--- src/rtl/rs_seq_if.sv ---
// rs_seq_if: handshake bundle between the RS decode sequencer and its stages/host.
// Carries the timeout flag only when RS_SEQ_WATCHDOG_EN is defined.
interface rs_seq_if #(
    parameter int W = 5
);
    logic start, busy, done, fail;
    logic [W-1:0] err_count;
    logic syn_start, syn_done, syn_all_zero;
    logic bm_start, bm_done;
    logic [W-1:0] bm_degree;
    logic chien_start, chien_done;
    logic [W-1:0] chien_roots;
    logic forney_start, forney_done;
    logic [2:0] stage;
`ifdef RS_SEQ_WATCHDOG_EN
    logic timeout;
`endif
    modport master (
        input start, syn_done, syn_all_zero, bm_done, bm_degree, chien_done, chien_roots, forney_done,
        output busy, done, fail, err_count, syn_start, bm_start, chien_start, forney_start, stage
`ifdef RS_SEQ_WATCHDOG_EN
        , output timeout
`endif
    );
    modport slave (
        output start, syn_done, syn_all_zero, bm_done, bm_degree, chien_done, chien_roots, forney_done,
        input busy, done, fail, err_count, syn_start, bm_start, chien_start, forney_start, stage
`ifdef RS_SEQ_WATCHDOG_EN
        , input timeout
`endif
    );
endinterface

--- src/rtl/rs_decode_sequencer.sv ---
// rs_decode_sequencer: runs syndrome, BM, Chien and Forney stages in order and reports the result.
// Optional per-stage watchdog enabled by RS_SEQ_WATCHDOG_EN.
module rs_decode_sequencer #(
    parameter int MAX_ERRORS = 16,
    parameter int TIMEOUT_CYCLES = 4096
) (
    input logic clk,
    input logic rst,
    rs_seq_if.master bus
);
    localparam int W = $clog2(MAX_ERRORS) + 1;
    localparam logic [2:0] IDLE = 3'd0, SYN = 3'd1, BM = 3'd2, CHIEN = 3'd3, FORNEY = 3'd4, FIN = 3'd5;
    logic [2:0] state, nxt;
    logic start_ok, syn_ok, bm_ok, chien_ok, forney_ok, bad_deg, mismatch, fail_set, wd_fire;
    assign start_ok = state == IDLE && bus.start;
    // A done level is only trusted once the matching start pulse has retired.
    assign syn_ok = state == SYN && !bus.syn_start && bus.syn_done;
    assign bm_ok = state == BM && !bus.bm_start && bus.bm_done;
    assign chien_ok = state == CHIEN && !bus.chien_start && bus.chien_done;
    assign forney_ok = state == FORNEY && !bus.forney_start && bus.forney_done;
    assign bad_deg = bus.bm_degree == '0 || bus.bm_degree > W'(MAX_ERRORS);
    assign mismatch = bus.chien_roots != bus.err_count;
    assign fail_set = (bm_ok && bad_deg) || (chien_ok && mismatch) || wd_fire;
    assign bus.stage = state;
`ifdef RS_SEQ_WATCHDOG_EN
    localparam int TW = $clog2(TIMEOUT_CYCLES) + 1;
    logic [TW-1:0] wd_cnt;
    logic in_stage;
    assign in_stage = state inside {SYN, BM, CHIEN, FORNEY};
`endif
    always_comb begin
        nxt = state;
        wd_fire = 1'b0;
        case (state)
            IDLE:    nxt = bus.start ? SYN : IDLE;
            SYN:     nxt = syn_ok ? (bus.syn_all_zero ? FIN : BM) : SYN;
            BM:      nxt = bm_ok ? (bad_deg ? FIN : CHIEN) : BM;
            CHIEN:   nxt = chien_ok ? (mismatch ? FIN : FORNEY) : CHIEN;
            FORNEY:  nxt = forney_ok ? FIN : FORNEY;
            default: nxt = IDLE;
        endcase
`ifdef RS_SEQ_WATCHDOG_EN
        wd_fire = in_stage && nxt == state && wd_cnt == TW'(TIMEOUT_CYCLES - 1);
        if (wd_fire) nxt = FIN;
`endif
    end
    always_ff @(posedge clk or posedge rst) begin
        if (rst) begin
            state <= IDLE;
            bus.busy <= 1'b0;
            bus.done <= 1'b0;
            bus.fail <= 1'b0;
            bus.err_count <= '0;
            bus.syn_start <= 1'b0;
            bus.bm_start <= 1'b0;
            bus.chien_start <= 1'b0;
            bus.forney_start <= 1'b0;
        end else begin
            state <= nxt;
            bus.syn_start <= start_ok;
            bus.bm_start <= state != BM && nxt == BM;
            bus.chien_start <= state != CHIEN && nxt == CHIEN;
            bus.forney_start <= state != FORNEY && nxt == FORNEY;
            bus.done <= state != FIN && nxt == FIN;
            bus.busy <= nxt != IDLE && nxt != FIN;
            bus.fail <= start_ok ? 1'b0 : bus.fail | fail_set;
            bus.err_count <= start_ok ? '0 : bm_ok ? bus.bm_degree : bus.err_count;
        end
    end
`ifdef RS_SEQ_WATCHDOG_EN
    always_ff @(posedge clk or posedge rst) begin
        if (rst) begin
            wd_cnt <= '0;
            bus.timeout <= 1'b0;
        end else begin
            wd_cnt <= (in_stage && nxt == state) ? wd_cnt + 1'b1 : '0;
            bus.timeout <= start_ok ? 1'b0 : bus.timeout | wd_fire;
        end
    end
`endif
endmodule

--- src/flat_wrapper.sv ---
// flat-port wrapper written by rule: the top's interface ports become plain ports
module rs_decode_sequencer_flat 
#(
    parameter int MAX_ERRORS = 16,
    parameter int TIMEOUT_CYCLES = 4096
)
  (clk, rst, bus_start, bus_syn_done, bus_syn_all_zero, bus_bm_done, bus_bm_degree, bus_chien_done, bus_chien_roots, bus_forney_done, bus_busy, bus_done, bus_fail, bus_err_count, bus_syn_start, bus_bm_start, bus_chien_start, bus_forney_start, bus_stage);
  rs_seq_if #(.W((5))) bus_i ();
  input logic clk;
  input logic rst;
  input wire logic [$bits(bus_i.start)-1:0] bus_start;
  input wire logic [$bits(bus_i.syn_done)-1:0] bus_syn_done;
  input wire logic [$bits(bus_i.syn_all_zero)-1:0] bus_syn_all_zero;
  input wire logic [$bits(bus_i.bm_done)-1:0] bus_bm_done;
  input wire logic [$bits(bus_i.bm_degree)-1:0] bus_bm_degree;
  input wire logic [$bits(bus_i.chien_done)-1:0] bus_chien_done;
  input wire logic [$bits(bus_i.chien_roots)-1:0] bus_chien_roots;
  input wire logic [$bits(bus_i.forney_done)-1:0] bus_forney_done;
  output wire logic [$bits(bus_i.busy)-1:0] bus_busy;
  output wire logic [$bits(bus_i.done)-1:0] bus_done;
  output wire logic [$bits(bus_i.fail)-1:0] bus_fail;
  output wire logic [$bits(bus_i.err_count)-1:0] bus_err_count;
  output wire logic [$bits(bus_i.syn_start)-1:0] bus_syn_start;
  output wire logic [$bits(bus_i.bm_start)-1:0] bus_bm_start;
  output wire logic [$bits(bus_i.chien_start)-1:0] bus_chien_start;
  output wire logic [$bits(bus_i.forney_start)-1:0] bus_forney_start;
  output wire logic [$bits(bus_i.stage)-1:0] bus_stage;
  assign bus_i.start = bus_start;
  assign bus_i.syn_done = bus_syn_done;
  assign bus_i.syn_all_zero = bus_syn_all_zero;
  assign bus_i.bm_done = bus_bm_done;
  assign bus_i.bm_degree = bus_bm_degree;
  assign bus_i.chien_done = bus_chien_done;
  assign bus_i.chien_roots = bus_chien_roots;
  assign bus_i.forney_done = bus_forney_done;
  assign bus_busy = bus_i.busy;
  assign bus_done = bus_i.done;
  assign bus_fail = bus_i.fail;
  assign bus_err_count = bus_i.err_count;
  assign bus_syn_start = bus_i.syn_start;
  assign bus_bm_start = bus_i.bm_start;
  assign bus_chien_start = bus_i.chien_start;
  assign bus_forney_start = bus_i.forney_start;
  assign bus_stage = bus_i.stage;
  rs_decode_sequencer #(.MAX_ERRORS(MAX_ERRORS), .TIMEOUT_CYCLES(TIMEOUT_CYCLES)) u_core (.clk(clk), .rst(rst), .bus(bus_i));
endmodule
--- config.mk ---
export PLATFORM = sky130hd
export DESIGN_NAME = rs_decode_sequencer_flat
export DESIGN_NICKNAME = d
export VERILOG_FILES = /design/src/rtl/rs_seq_if.sv /design/src/rtl/rs_decode_sequencer.sv /design/src/flat_wrapper.sv
export SDC_FILE = /design/constraint.sdc
export NUM_CORES = 1
export LEC_CHECK = 0
export ABC_AREA = 1
export BUFFER_PORTS_ARGS = -buffer_cell sky130_fd_sc_hd__buf_2
export CAP_MARGIN = 10
export CORE_UTILIZATION = 47
export CTS_CLUSTER_DIAMETER = 30
export DETAILED_ROUTE_END_ITERATION = 10
export PLACE_DENSITY_LB_ADDON = 0.3
export SLEW_MARGIN = 40
export SYNTH_ARGS = -nofsm -noshare
export SYNTH_HDL_FRONTEND = slang
export SYNTH_SLANG_ARGS = --single-unit
export TNS_END_PERCENT = 5
--- constraint.sdc ---
create_clock -name clk -period 1.4 [get_ports clk]
set_input_delay 0.21 -clock clk [delete_from_list [all_inputs] [get_ports clk]]
set_output_delay 0.21 -clock clk [all_outputs]
set_load 0.01 [all_outputs]
==> impl_summary.txt <==
----------------------------------------------------
[Drt]
  Count of vias placed by the detailed router ... between 800 and 900
  Remaining DRCs ... 0
  First-pass DRT Iterations ... 4
  Final routed wire length divided by cell count ... about 10 µm
  Number of vias per cell after detailed routing ... roughly 4.6
  Number of violations reported at the end of detailed-routing iteration 0 ... 16
  Antenna viol nets, final ... 0
  WL final ... approximately 1800 µm

[Pwr]
  Int Pwr ... between 1 and 1.5 mW
  Proportion of power drawn by flip-flops and latches ... 33.7%
  LEAKAGE ... just under 0.7 nW
  Clock power share ... a little over a tenth
  Worst supply voltage drop on vdd ... 0.946 mV
  Switching Share ... roughly 45%
  Power per cell area ... around 2000 mW/mm²
  P_sw ... approximately 1.0 mW
  Combinational share of power ... a little under three fifths

[Logic synthesis]
  Sequential-to-total area share from yosys stat ... about 44%
  Register bit count reported by yosys ... 15
  Library cells used by synthesis ... 20
  Synth Instances ... 108
  Post-synthesis cell area ... approximately 850 µm²
  Synth Area per Inst ... between 7 and 8 µm²
  Net count after synthesis ... roughly 130
  Synth warn ... 0

[STA]
  Final number of setup-violating endpoints ... 1
  Minimum period implied by the final worst setup slack ... approximately 1.4 ns
  Final max-slew violation count ... 0
  Clock skew ... between 0.004 and 0.005 ns
  Hold slack final ... about 0.15 ns
  Final worst slack ... -0.00922 ns
  Worst-margin pin slew ... between 0.5 and 0.6 ns
  Slew Limit Headroom ... ~60%
  Setup repair after global routing missed its margin ... true
  Highest attainable clock frequency ... slightly above 700 MHz
  Period Utilization, post-route ... 101%
  Final Hold Fails ... 0

[Final layout]
  Most frequent standard cell in the layout excluding fill and tap cells ... buf_2
  Cell area after layout ... approximately 0.0011 mm²
  Final core occ ... around two thirds
  Commonest cells after routing, fill and taps aside ... buf_2 (32), nand2_1 (24), inv_1 (23)
  Multi-input gate area ... about 400 µm²
  Storage cell area ... around 380 µm²
  Number of antenna cells inserted ... 0
  Syn-to-layout area delta ... 32.6%
  Layout filler cell count ... 137
  Share of post-route cells with drive strength above 1 ... 39.6%
  Final Net Count ... roughly 170

[Floorplan]
  Initial Util ... 50.0%
  Total Die Area ... around 0.0020 mm²
  Die Wd ... between 40 and 50 µm
  Chip height ... approximately 45 µm
  Count of boundary I/O pins ... 33
  Core Region ... ~0.0017 mm²
  Row count ... 15

[Clock tree]
  Clock latency of the later-clocked register in the worst-skew pair ... 0.28 ns
  Clock slew seen by the registers of the worst setup and hold paths ... approximately 0.09 ns
  Maximum count of clock buffers along a single path ... 2
  Number of H-tree levels ... 1
  TritonCTS clock tree ... built
  Library cell used as clock root buffer ... clkbuf_4
  Clock Sink Count ... 15
  Number of clock buffers inserted by TritonCTS ... 3

[Placed design]
  Placement-stage cell area ... about 0.0010 mm²
  Count of port buffers added during placement ... 32
  Post-DP HPWL ... ~1300 µm
  Final weighted congestion in routability-driven placement ... 0.779
  Worst setup slack before clock tree synthesis ... ~0.0037 ns

[Worst setup path]
  Required time of the worst setup path ... 1.61 ns
  Standard cell with the maximum stage delay on the critical path ... dfrtp_1
  Data arrival time of the worst path ... around 1.6 ns
  Slowest Stage Delay on Critical Path ... 0.42 ns
  Class of the most critical setup path ... reg2reg
  Largest fanout on the critical path ... 4
  Critical path capture point type ... flip-flop
  Kind of start point of the critical path ... flip-flop
  Critical path's most frequent cell ... buf_4
  CP Cell Sequence ... buf_4, nor3_2, inv_1, a21oi_2, nor2_4, buf_4, a21oi_1

[Worst hold path]
  Class of the most critical hold timing path ... in2reg

[Global routing]
  Wire length of the first global-routing pass ... a little under 3000 µm
  Number of antenna violations at the first check in global routing ... 0
  Grt total ovfl ... 0
  Global router's overall resource usage ... between 20% and 30%
  Largest net degree at the start of global routing ... 16
  Number of global-route vias before repair ... 695

[Status]
  Status ... finished with violations
  Violations in the final reports ... negative setup slack

[Job]
  MaxCap Viol Count ... 0

----------------------------------------------------
==> power by group through the flow <==
stage          sequential [mW]  clock [mW]  combinational (mW)
2_1_floorplan            0.838           0               0.710
5_1_grt                  0.780       0.278                1.41
3_5_place_dp             0.757           0                1.13
6_report                 0.759       0.247                1.25
4_1_cts                  0.751       0.256                1.17
3_3_place_gp             0.745           0                1.12
==> area by class of cell <==
type                       instances  share of cell area (%)
inverter                          26                    8.63
tap                               25                    2.77
multi-input combinational         67                    35.3
sequential                        15                    33.3
timing repair buffer              37                    17.7
clock buffer                       4                    2.32
==> what timing repair did <==
item / 4_1_cts / 5_1_grt
setup endpoints to repair: 1 / 5
pin swaps: 1 / 5
gates resized for setup: 1 / 5
hold buffers: 1 / 0
hold endpoints to repair: 15 / 0
buffers inserted: 2 / 2
==> cell usage after synthesis <==
cell | n | share of area [%]
a21oi_1 | 4 | 2.3
a21oi_4 | 1 | 1.9
a22o_2 | 2 | 2.3
dfrtp_1 | 15 | 44
inv_1 | 24 | 11
inv_2 | 2 | 0.88
nand2_1 | 25 | 11
nand2_2 | 1 | 0.73
nand3_1 | 6 | 3.5
nand3_2 | 3 | 3.5
nand3_4 | 1 | 2.1
nand4_1 | 1 | 0.73
nor2_1 | 13 | 5.7
nor2_2 | 1 | 0.73
nor2_4 | 2 | 2.6
nor2_8 | 1 | 2.3
nor3_2 | 1 | 1.2
o21ai_0 | 3 | 1.8
xnor2_1 | 1 | 1.0
xor2_1 | 1 | 1.0
==> worst paths after layout <==
check / startpoint / to / slack, ns / depth (start not counted)
hold / removal: bus_bm_degree[1] / u_core.bus.err_count[1] / 0.15 / 3
min in group asynchronous: rst / u_core.bus.err_count[4] / 0.53 / 3
hold reg to reg: u_core.bus.err_count[4] / u_core.bus.err_count[4] / 0.57 / 1
setup / recovery: u_core.bus.stage[2] / u_core.bus.done / -0.009 / 7
setup reg to reg: u_core.bus.stage[2] / u_core.bus.done / -0.009 / 7
max in group asynchronous: rst / u_core.bus.stage[1] / 0.45 / 3
==> state kept, by name (all words and copies together), names as in the netlist <==
signal                   flops
u_core.bus.err_count         5
u_core.bus.stage             3
u_core.bus.bm_start          1
u_core.bus.busy              1
u_core.bus.chien_start       1
u_core.bus.done              1
u_core.bus.fail              1
u_core.bus.forney_start      1
u_core.bus.syn_start         1
==> worst max-delay path: cells and delay by family (launching register included) <==
kind	cells	cell delay, ns
buffers and inverters	3	0.36
DFF	1	0.42
and+or+nand+nor	2	0.27
AOI/OAI and AO/OA	2	0.29
==> per-stage QoR <==
stage	power, mW	cells	setup TNS, ns
finish	2.25	174	-0.00922
global route	2.46	174	-0.261
CTS	2.18	172	0
detailed placement	1.89	165	0
global placement	1.86	165	0
floorplan	1.55	108	0
==> metal layers <==
layer,vias up,track usage [%],wire (µm)
met1,372,29.1,860
met2,18,30.9,810
met4,0,9.09,28
met3,4,4.90,72
met5,-,0,0
li1,410,-,-
==> cell families (layout without fill, tap and decap cells) <==
group,after synthesis,in the layout,synth area share (%)
AO/OA/AOI/OAI,10,10,8.36
AND/OR/NAND/NOR,55,55,34.2
XOR/XNOR,2,2,2.05
flip-flops,15,15,44.0
buffers and inverters,26,67,11.4
Note: power is estimated with default switching activity, not from simulation.
